==> src/rtl/example_sequencer_pkg.sv <==
// Shared fixed-point type and helpers for the training datapath, plus the
// sequencer state encoding (also used by the bench for visibility).
package example_sequencer_pkg;

  localparam int SFP_W    = 16;
  localparam int SFP_FRAC = 8;

  typedef logic signed [SFP_W-1:0] sfp;

  function automatic sfp int_to_sfp(input int v);
    return sfp'(v <<< SFP_FRAC);
  endfunction

  typedef enum logic [2:0] {
    SEQ_IDLE,
    SEQ_FETCH,
    SEQ_PRESENT,
    SEQ_WAIT_RES,
    SEQ_ADVANCE,
    SEQ_DONE
  } seq_state_t;

endpackage

==> src/rtl/example_sequencer.sv <==
// Walks the example store epoch after epoch, presenting each example to the
// perceptron and stopping on the first error-free epoch or at max_epochs.
//
// state    | meaning
// IDLE     | waiting for start
// FETCH    | store output for current index captured into out_values
// PRESENT  | out_valid high until out_ready
// WAIT_RES | waiting for the perceptron result of the accepted example
// ADVANCE  | step index, or wrap the epoch and decide converged/limit
// DONE     | training finished, done/converged held until start or rst
module example_sequencer
  import example_sequencer_pkg::*;
#(
  parameter int inputs         = 2,
  parameter int total_examples = 4,
  parameter int max_epochs     = 1000
) (
  input  logic              clk,
  input  logic              rst,
  input  logic              start,
  output logic [31:0]       example,
  input  sfp [inputs-1:0]   data_values,
  input  sfp                data_expected,
  output logic              out_valid,
  input  logic              out_ready,
  output sfp [inputs-1:0]   out_values,
  output sfp                out_expected,
  output logic              out_last,
  input  logic              result_valid,
  input  logic              result_error,
  output logic [31:0]       epoch,
  output logic              busy,
  output logic              done,
  output logic              converged
);

  localparam logic [31:0] LAST_EX = 32'(total_examples - 1);
  localparam logic [31:0] MAX_EP  = 32'(max_epochs);

  seq_state_t  state, state_next;
  logic        err_flag;
  logic        last_ex;
  logic [31:0] epoch_inc;

  assign last_ex   = (example == LAST_EX);
  assign epoch_inc = epoch + 32'd1;

  always_ff @(posedge clk) begin
    if (rst) state <= SEQ_IDLE;
    else     state <= state_next;
  end

  always_comb begin
    state_next = state;
    case (state)
      SEQ_IDLE, SEQ_DONE: if (start) state_next = SEQ_FETCH;
      SEQ_FETCH:          state_next = SEQ_PRESENT;
      SEQ_PRESENT:        if (out_ready) state_next = SEQ_WAIT_RES;
      SEQ_WAIT_RES:       if (result_valid) state_next = SEQ_ADVANCE;
      SEQ_ADVANCE: begin
        if (!last_ex)                state_next = SEQ_FETCH;
        else if (!err_flag)          state_next = SEQ_DONE;
        else if (epoch_inc == MAX_EP) state_next = SEQ_DONE;
        else                         state_next = SEQ_FETCH;
      end
      default:            state_next = SEQ_IDLE;
    endcase
  end

  assign out_valid = (state == SEQ_PRESENT);
  assign busy      = (state != SEQ_IDLE) && (state != SEQ_DONE);
  assign done      = (state == SEQ_DONE);

  always_ff @(posedge clk) begin
    if (rst) begin
      example      <= '0;
      epoch        <= '0;
      err_flag     <= 1'b0;
      converged    <= 1'b0;
      out_last     <= 1'b0;
      out_values   <= '0;
      out_expected <= '0;
    end else begin
      case (state)
        SEQ_IDLE, SEQ_DONE: begin
          if (start) begin
            example   <= '0;
            epoch     <= '0;
            err_flag  <= 1'b0;
            converged <= 1'b0;
          end
        end
        SEQ_FETCH: begin
          out_values   <= data_values;
          out_expected <= data_expected;
          out_last     <= last_ex;
        end
        SEQ_WAIT_RES: begin
          if (result_valid) err_flag <= err_flag | result_error;
        end
        SEQ_ADVANCE: begin
          if (!last_ex) begin
            example <= example + 32'd1;
          end else begin
            example <= '0;
            epoch   <= epoch_inc;
            // A failed epoch that still has budget starts the next one clean.
            if (!err_flag)                converged <= 1'b1;
            else if (epoch_inc != MAX_EP) err_flag  <= 1'b0;
          end
        end
        default: ;
      endcase
    end
  end

endmodule

==> config.mk <==
export PLATFORM = sky130hd
export DESIGN_NAME = example_sequencer
export DESIGN_NICKNAME = d
export VERILOG_FILES = /design/src/rtl/example_sequencer_pkg.sv /design/src/rtl/example_sequencer.sv
export SDC_FILE = /design/constraint.sdc
export NUM_CORES = 1
export LEC_CHECK = 0
export CAP_MARGIN = 20
export CORE_UTILIZATION = 32
export CTS_BUF_LIST = sky130_fd_sc_hd__clkbuf_4 sky130_fd_sc_hd__clkbuf_8
export DETAILED_ROUTE_END_ITERATION = 6
export PLACE_DENSITY = 0.65
export SYNTH_ARGS = -nofsm -noshare
export SYNTH_HDL_FRONTEND = slang
export SYNTH_SLANG_ARGS = --single-unit
==> constraint.sdc <==
create_clock -name clk -period 2.68 [get_ports clk]
set_input_delay 0.536 -clock clk [delete_from_list [all_inputs] [get_ports clk]]
set_output_delay 0.536 -clock clk [all_outputs]
set_load 0.03 [all_outputs]
# Word level (Yosys, flattened, before mapping)
# Index checks and enable logic that the tools add are counted.
[classes]
eq_ne = 14
n_addsub = 2
bitwise_logic = 1
reduce_logical = 11
mux = 21
[ops]
columns = ["operator", "count"]
rows = [
  ["$pmux 32 s2", 2],
  ["$mux 32", 3],
  ["$add 32x1->32 const B", 2],
  ["$eq 32x10->1 const B", 1],
  ["$eq 32x2->1 const B", 1],
  ["$ne 32x10->1 const B", 1],
  ["$mux 3", 6],
  ["$pmux 3 s5", 1],
  ["$ne 2x2->1 const B", 4],
  ["$reduce_and 4->1", 2],
  ["$mux 1", 7],
  ["$eq 3x2->1 const B", 2],
  ["$eq 3x3->1 const B", 2],
  ["$reduce_and 3->1", 2],
  ["$reduce_bool 3->1", 2],
  ["$eq 3x1->1 const B", 1],
  ["$logic_not 3->1", 1],
  ["$ne 3x3->1 const B", 1],
  ["$pmux 1 s3", 1],
  ["$ne 2x1->1 const B", 1],
  ["$pmux 1 s2", 1],
  ["$reduce_and 2->1", 1],
  ["$reduce_bool 2->1", 1],
  ["$reduce_or 2->1", 1],
  ["other kinds (2)", 2],
]
[totals]
input_bits = 54
out_inout_bits = 117
register_bits = 118

# Logic depth before layout (Yosys ltp)
[depth]
word_depth = 6
ltp_mapped = 11
depth_no_buf = 9

# Worst setup path after synthesis
# Ideal clock, no wire load.
[synth_path]
kind = "register to register"
from = "reg epoch[4]"
to = "reg state[2]"
period_less_slack_ns = 2.730
setup_slack_ns = -0.050
t_arrival_ns = 2.651
stages_incl_launch_ff = 10
path_cell_list = "dfxtp_1 -> buf_2 -> nand3_4 -> or4_4 -> or3_4 -> xor2_1 -> nand4_1 -> o41ai_1 -> a221oi_1 -> nor3_1"
[synth_via]
elab_chain_len = 6
[synth_rtl]
columns = ["item", "line_no", "rtl"]
rows = [
  ["start, declared", "example_sequencer.sv:31", "output logic [31:0] epoch,"],
  ["start signal, assigned", "example_sequencer.sv:106", "epoch <= epoch_inc;"],
  ["$add 32x1->32", "example_sequencer.sv:46", "assign epoch_inc = epoch + 32'd1;"],
  ["$eq 32x10->1", "example_sequencer.sv:63", "else if (epoch_inc == MAX_EP) state_next = SEQ_DONE;"],
  ["$mux 3", "example_sequencer.sv:63", ""],
  ["$mux 3", "example_sequencer.sv:62", "else if (!err_flag) state_next = SEQ_DONE;"],
  ["$mux 3", "example_sequencer.sv:61", "if (!last_ex) state_next = SEQ_FETCH;"],
  ["$pmux 3 s5", "example_sequencer.sv:55", "case (state)"],
  ["end signal, assigned", "example_sequencer.sv:50", "else state <= state_next;"],
  ["end, declared", "example_sequencer.sv:40", "seq_state_t state, state_next;"],
]
# Every way passes these cells.
# A chain may end at the register's enable or synchronous reset.

# Final worst setup path
[layout_path]
from = "reg epoch[3]"
to = "reg state[2]"
# The elaborated chain is that of the path after synthesis.

==> impl.org <==
** Status
- Run status :: finished, violations left
- The checks that failed: design-rule violations.

** Routing
- Top routing layer in use :: met4
- The detailed router finished its first iteration with 332 violations.
- Met2 wire length :: 8898 um
- After detailed routing, the met3 layer carries 1238 um of wire.
- First-pass iteration count of the detailed router :: 7
- Wirelength per Cell :: between 15 and 20 um
- Final wirelength :: 19000 um
- After detailed routing, the number of vias per cell comes to 5.314.
- Met1 routed wirelength after detailed routing :: between 8000 and 9000 um
- For this run, design rule violations remaining after detail routing come to 28.
- Summing over every cut layer, the via total after detailed routing is roughly 6500.
- Final antenna-violating net count :: 0

** Setup path
- Data on the critical path arrives at its endpoint at 2870 ps.
- Worst Path Max Fanout :: 6
- STA classifies the critical path endpoint as a flip-flop.
- Startpoint type of the worst setup path :: flip-flop
- Category of the critical setup timing path :: reg2reg
- The critical path starts at epoch[3]$_SDFFE_PP0P_.
- Worst path required time :: 2990 ps
- Origin of the critical flop-to-flop path :: epoch[3]$_SDFFE_PP0P_

** Synthesis
- The largest total area in the synthesized netlist belongs to sky130_fd_sc_hd__dfxtp_1.
- Synth Area in Simple Gates :: 0.3245
- Synth area leaders :: sky130_fd_sc_hd__dfxtp_1, sky130_fd_sc_hd__a21oi_1, sky130_fd_sc_hd__nand2_1
- After synthesis the netlist holds a flip-flop and latch count of 118.
- Area share of the largest cell type after synthesis :: 0.3981
- Combinational family with the most area after synthesis :: simple AND/OR/NAND/NOR gates
- The synthesized-area fraction occupied by ao, oa, aoi and oai cells is 0.1999.
- Synthesized cell area :: roughly 0.006 sq mm
- Cell count after synthesis :: 797
- Counting flops with a built-in enable in the synthesized netlist gives 0.
- Async set or reset register ratio after synthesis :: 0
- Synthesis instantiated 56 different standard cells from the library.
- Main flop type after synthesis :: sky130_fd_sc_hd__dfxtp_1
- Of the total synthesized cell area, the portion taken by XOR and XNOR cells is 0.02066.
- A synthesized cell averages about 7.4 sq um.
- Yosys printed 0 warnings.
- Of the synthesized area, sequential elements account for 0.3981.
- Post-synthesis share of cell area spent on full adders, half adders and majority gates :: 0.004217
- Post-synth net total :: ~850
- Measured against the total synthesized area, the mux share comes to 0.005271.

** Clocking
- TritonCTS built the clock tree.
- Clock-pin slew was measured on the worst setup and hold paths at roughly 80 ps.
- The number of clock buffers added by TritonCTS is 17.
- CTS sink count :: 118
- CTS H-tree lvls :: 4
- Source-to-sink clock delay at the later pin of the worst-skew pair :: 450 ps
- Clock root buffer :: sky130_fd_sc_hd__clkbuf_8
- Clk buf depth :: 2

** Hold path
- In this run the most critical hold path is launched from out_values[18]$_SDFFE_PP0P_.
- Tightest Hold Check Type :: reg2reg

** Global route
- The number of global-route vias before repair is a little under 6000.
- Number of antenna violations at the first check in global routing :: 0
- After global routing the overflow that remains totals 0.
- For this run, the total global-route usage over all layers was measured as 0.1989.
- Entering global routing, the biggest net connects 46 pins.
- The first global-routing pass estimated approximately 31000 um of wire.

** STA
- At the pin with the least slew margin, the transition time is 546.3 ps.
- Fin. max-slew vios :: 0
- Number of hold violations in the final report :: 0
- Dividing the final minimum period by the clock period gives 0.9577.
- Setup WS post-layout :: 113.3 ps
- Across the routed clock network, the largest skew measured is 15.51 ps.
- Measured against its own limit, the worst slew margin works out to 0.6358.
- # setup viols final :: 0
- The worst path needs between 2000 and 3000 ps of the cycle, external delays included.
- Max frequency :: between 300 and 400 MHz

** Placed design
- At the placement stage, the worst setup path has a slack of -22.47 ps.
- Placement-stage cell area :: roughly 0.0082 sq mm
- Buffers added on ports :: 170
- Once detailed placement completed, the half-perimeter wirelength came to between 10000 and 15000 um.
- Routability cong. :: roughly 0.84

** Floorplanning
- For this design the top-level I/O count stands at between 150 and 200.
- Total core area :: between 0.015 and 0.02 sq mm
- Initial core utilization :: 0.3281
- Die H :: 138.2 um
- Count of standard-cell rows :: 49
- X dimension of the die :: between 100 and 150 um
- The die covers 0.01909 sq mm.

** Power
- Largest voltage drop on the vdd net :: roughly 0.31 mV
- For this design the ratio of total power to cell area is ~530 mW/mm^2.
- Cell leakage power :: a little over 3 nW

** Layout
- Final Instance Area :: slightly below 0.009 sq mm
- Fraction of final layout cells sized beyond drive strength 1 :: 0.1347
- Counting the fill cells in the layout gives ~1800.
- Inserted Diodes :: 0
- Compared with the post-synthesis result, the final layout area differs by 46.74%.
- Final-stage net count :: around 1000

** Flow run
- Max-cap check violation count :: 0
## cells by family after synthesis
family,Yosys count
fa+ha+maj,2
simple gates,383
xor+xnor,14
buf+inv,68
mux,3
compound gates,209
flops,118
## registers in the layout, indices dropped and copies added (netlist names)
register      flops
example          32
out_values       32
out_expected     16
epoch            32
out_last          1
converged         1
state             3
err_flag          1
## synthesized netlist by cell type, drive strengths merged (11+ instances only)
cell,instances
and3,14
nor2,69
nor4,23
dfxtp,118
nand3,35
buf,15
nand4,22
xor2,11
nand2,148
clkbuf,46
o21ai,40
nor3,26
a21oi,119
## layer usage
layer  vias up  global-route usage
met5         -                   0
met4         0             0.07037
met3        28             0.04122
met2       213              0.3263
met1      3060              0.2590
li1       3240                   -
## per-stage QoR
stage	total power, mW	hold slack (ps)	setup TNS (ps)	utilization	cells
3_5_place_dp	2.885	445.7	-22.47	0.4517	1197
5_1_grt	4.849	466.7	-41.38	0.4815	1231
3_3_place_gp	2.877	441.2	0	0.4517	1197
4_1_cts	4.673	457.0	0	0.4759	1229
6_report	4.617	454.7	0	0.4815	1231
2_1_floorplan	2.474	474.5	0	-	797
## worst max-delay path: stages (launching register included)
cell	delay (ps)
sky130_fd_sc_hd__dfxtp_1	400
sky130_fd_sc_hd__nand4_1	180
sky130_fd_sc_hd__buf_4	180
sky130_fd_sc_hd__nor4_4	410
sky130_fd_sc_hd__nand3_1	190
sky130_fd_sc_hd__mux2_2	310
sky130_fd_sc_hd__o211ai_1	320
sky130_fd_sc_hd__o41ai_2	100
sky130_fd_sc_hd__a221oi_1	270
sky130_fd_sc_hd__nor3_1	70
## area by class of cell
cell class | count | area, sq um | share of cell area
inverters | 7 | 26.28 | 0.003017
clock buffers | 17 | 234.0 | 0.02687
well taps | 229 | 286.5 | 0.03290
clock inverters | 15 | 190.2 | 0.02184
flip-flops and latches | 118 | 2372 | 0.2724
repair buffers | 234 | 2203 | 0.2530
multi-input cells | 611 | 3396 | 0.3899
## layout by cell type, fill, tap and decap left out, drive strengths merged, types with 2 or more instances in the layout
| cell | count |
|---|---|
| a211oi | 8 |
| a21o | 6 |
| a21oi | 119 |
| a22oi | 2 |
| a311oi | 9 |
| a31oi | 10 |
| a41oi | 4 |
| and2 | 5 |
| and3 | 14 |
| and4 | 4 |
| buf | 65 |
| bufinv | 3 |
| clkbuf | 17 |
| clkdlybuf4s50 | 168 |
| clkinv | 4 |
| dfxtp | 118 |
| ha | 2 |
| inv | 14 |
| mux2i | 2 |
| nand2 | 148 |
| nand2b | 2 |
| nand3 | 35 |
| nand3b | 5 |
| nand4 | 22 |
| nand4b | 6 |
| nor2 | 69 |
| nor2b | 4 |
| nor3 | 26 |
| nor3b | 5 |
| nor4 | 23 |
| o211a | 2 |
| o211ai | 2 |
| o21ai | 40 |
| or2 | 2 |
| or3 | 8 |
| or4 | 4 |
| xnor2 | 3 |
| xor2 | 11 |
## power breakdown
group	switching (mW)	internal (mW)
logic	0.588	0.367
clock network	0.836	0.942
registers	0.0497	1.83
total	1.47	3.14
## path summary, 6_finish.rpt
check	to	slack [ps]	cells after the start
max	state[2]$_SDFFE_PP0P_	110	9
min	out_values[18]$_SDFFE_PP0P_	450	2
max reg2reg	state[2]$_SDFFE_PP0P_	110	9
min reg2reg	out_values[18]$_SDFFE_PP0P_	450	2
## what timing repair did
item	CTS	global route
pin swaps	0	6
hold buffers	0	0
hold endpoints to repair	0	0
endpoints found under the setup margin	3	13
gates resized for setup	4	19
setup buffers	0	2
No activity file was read; power rests on OpenSTA's default activity.
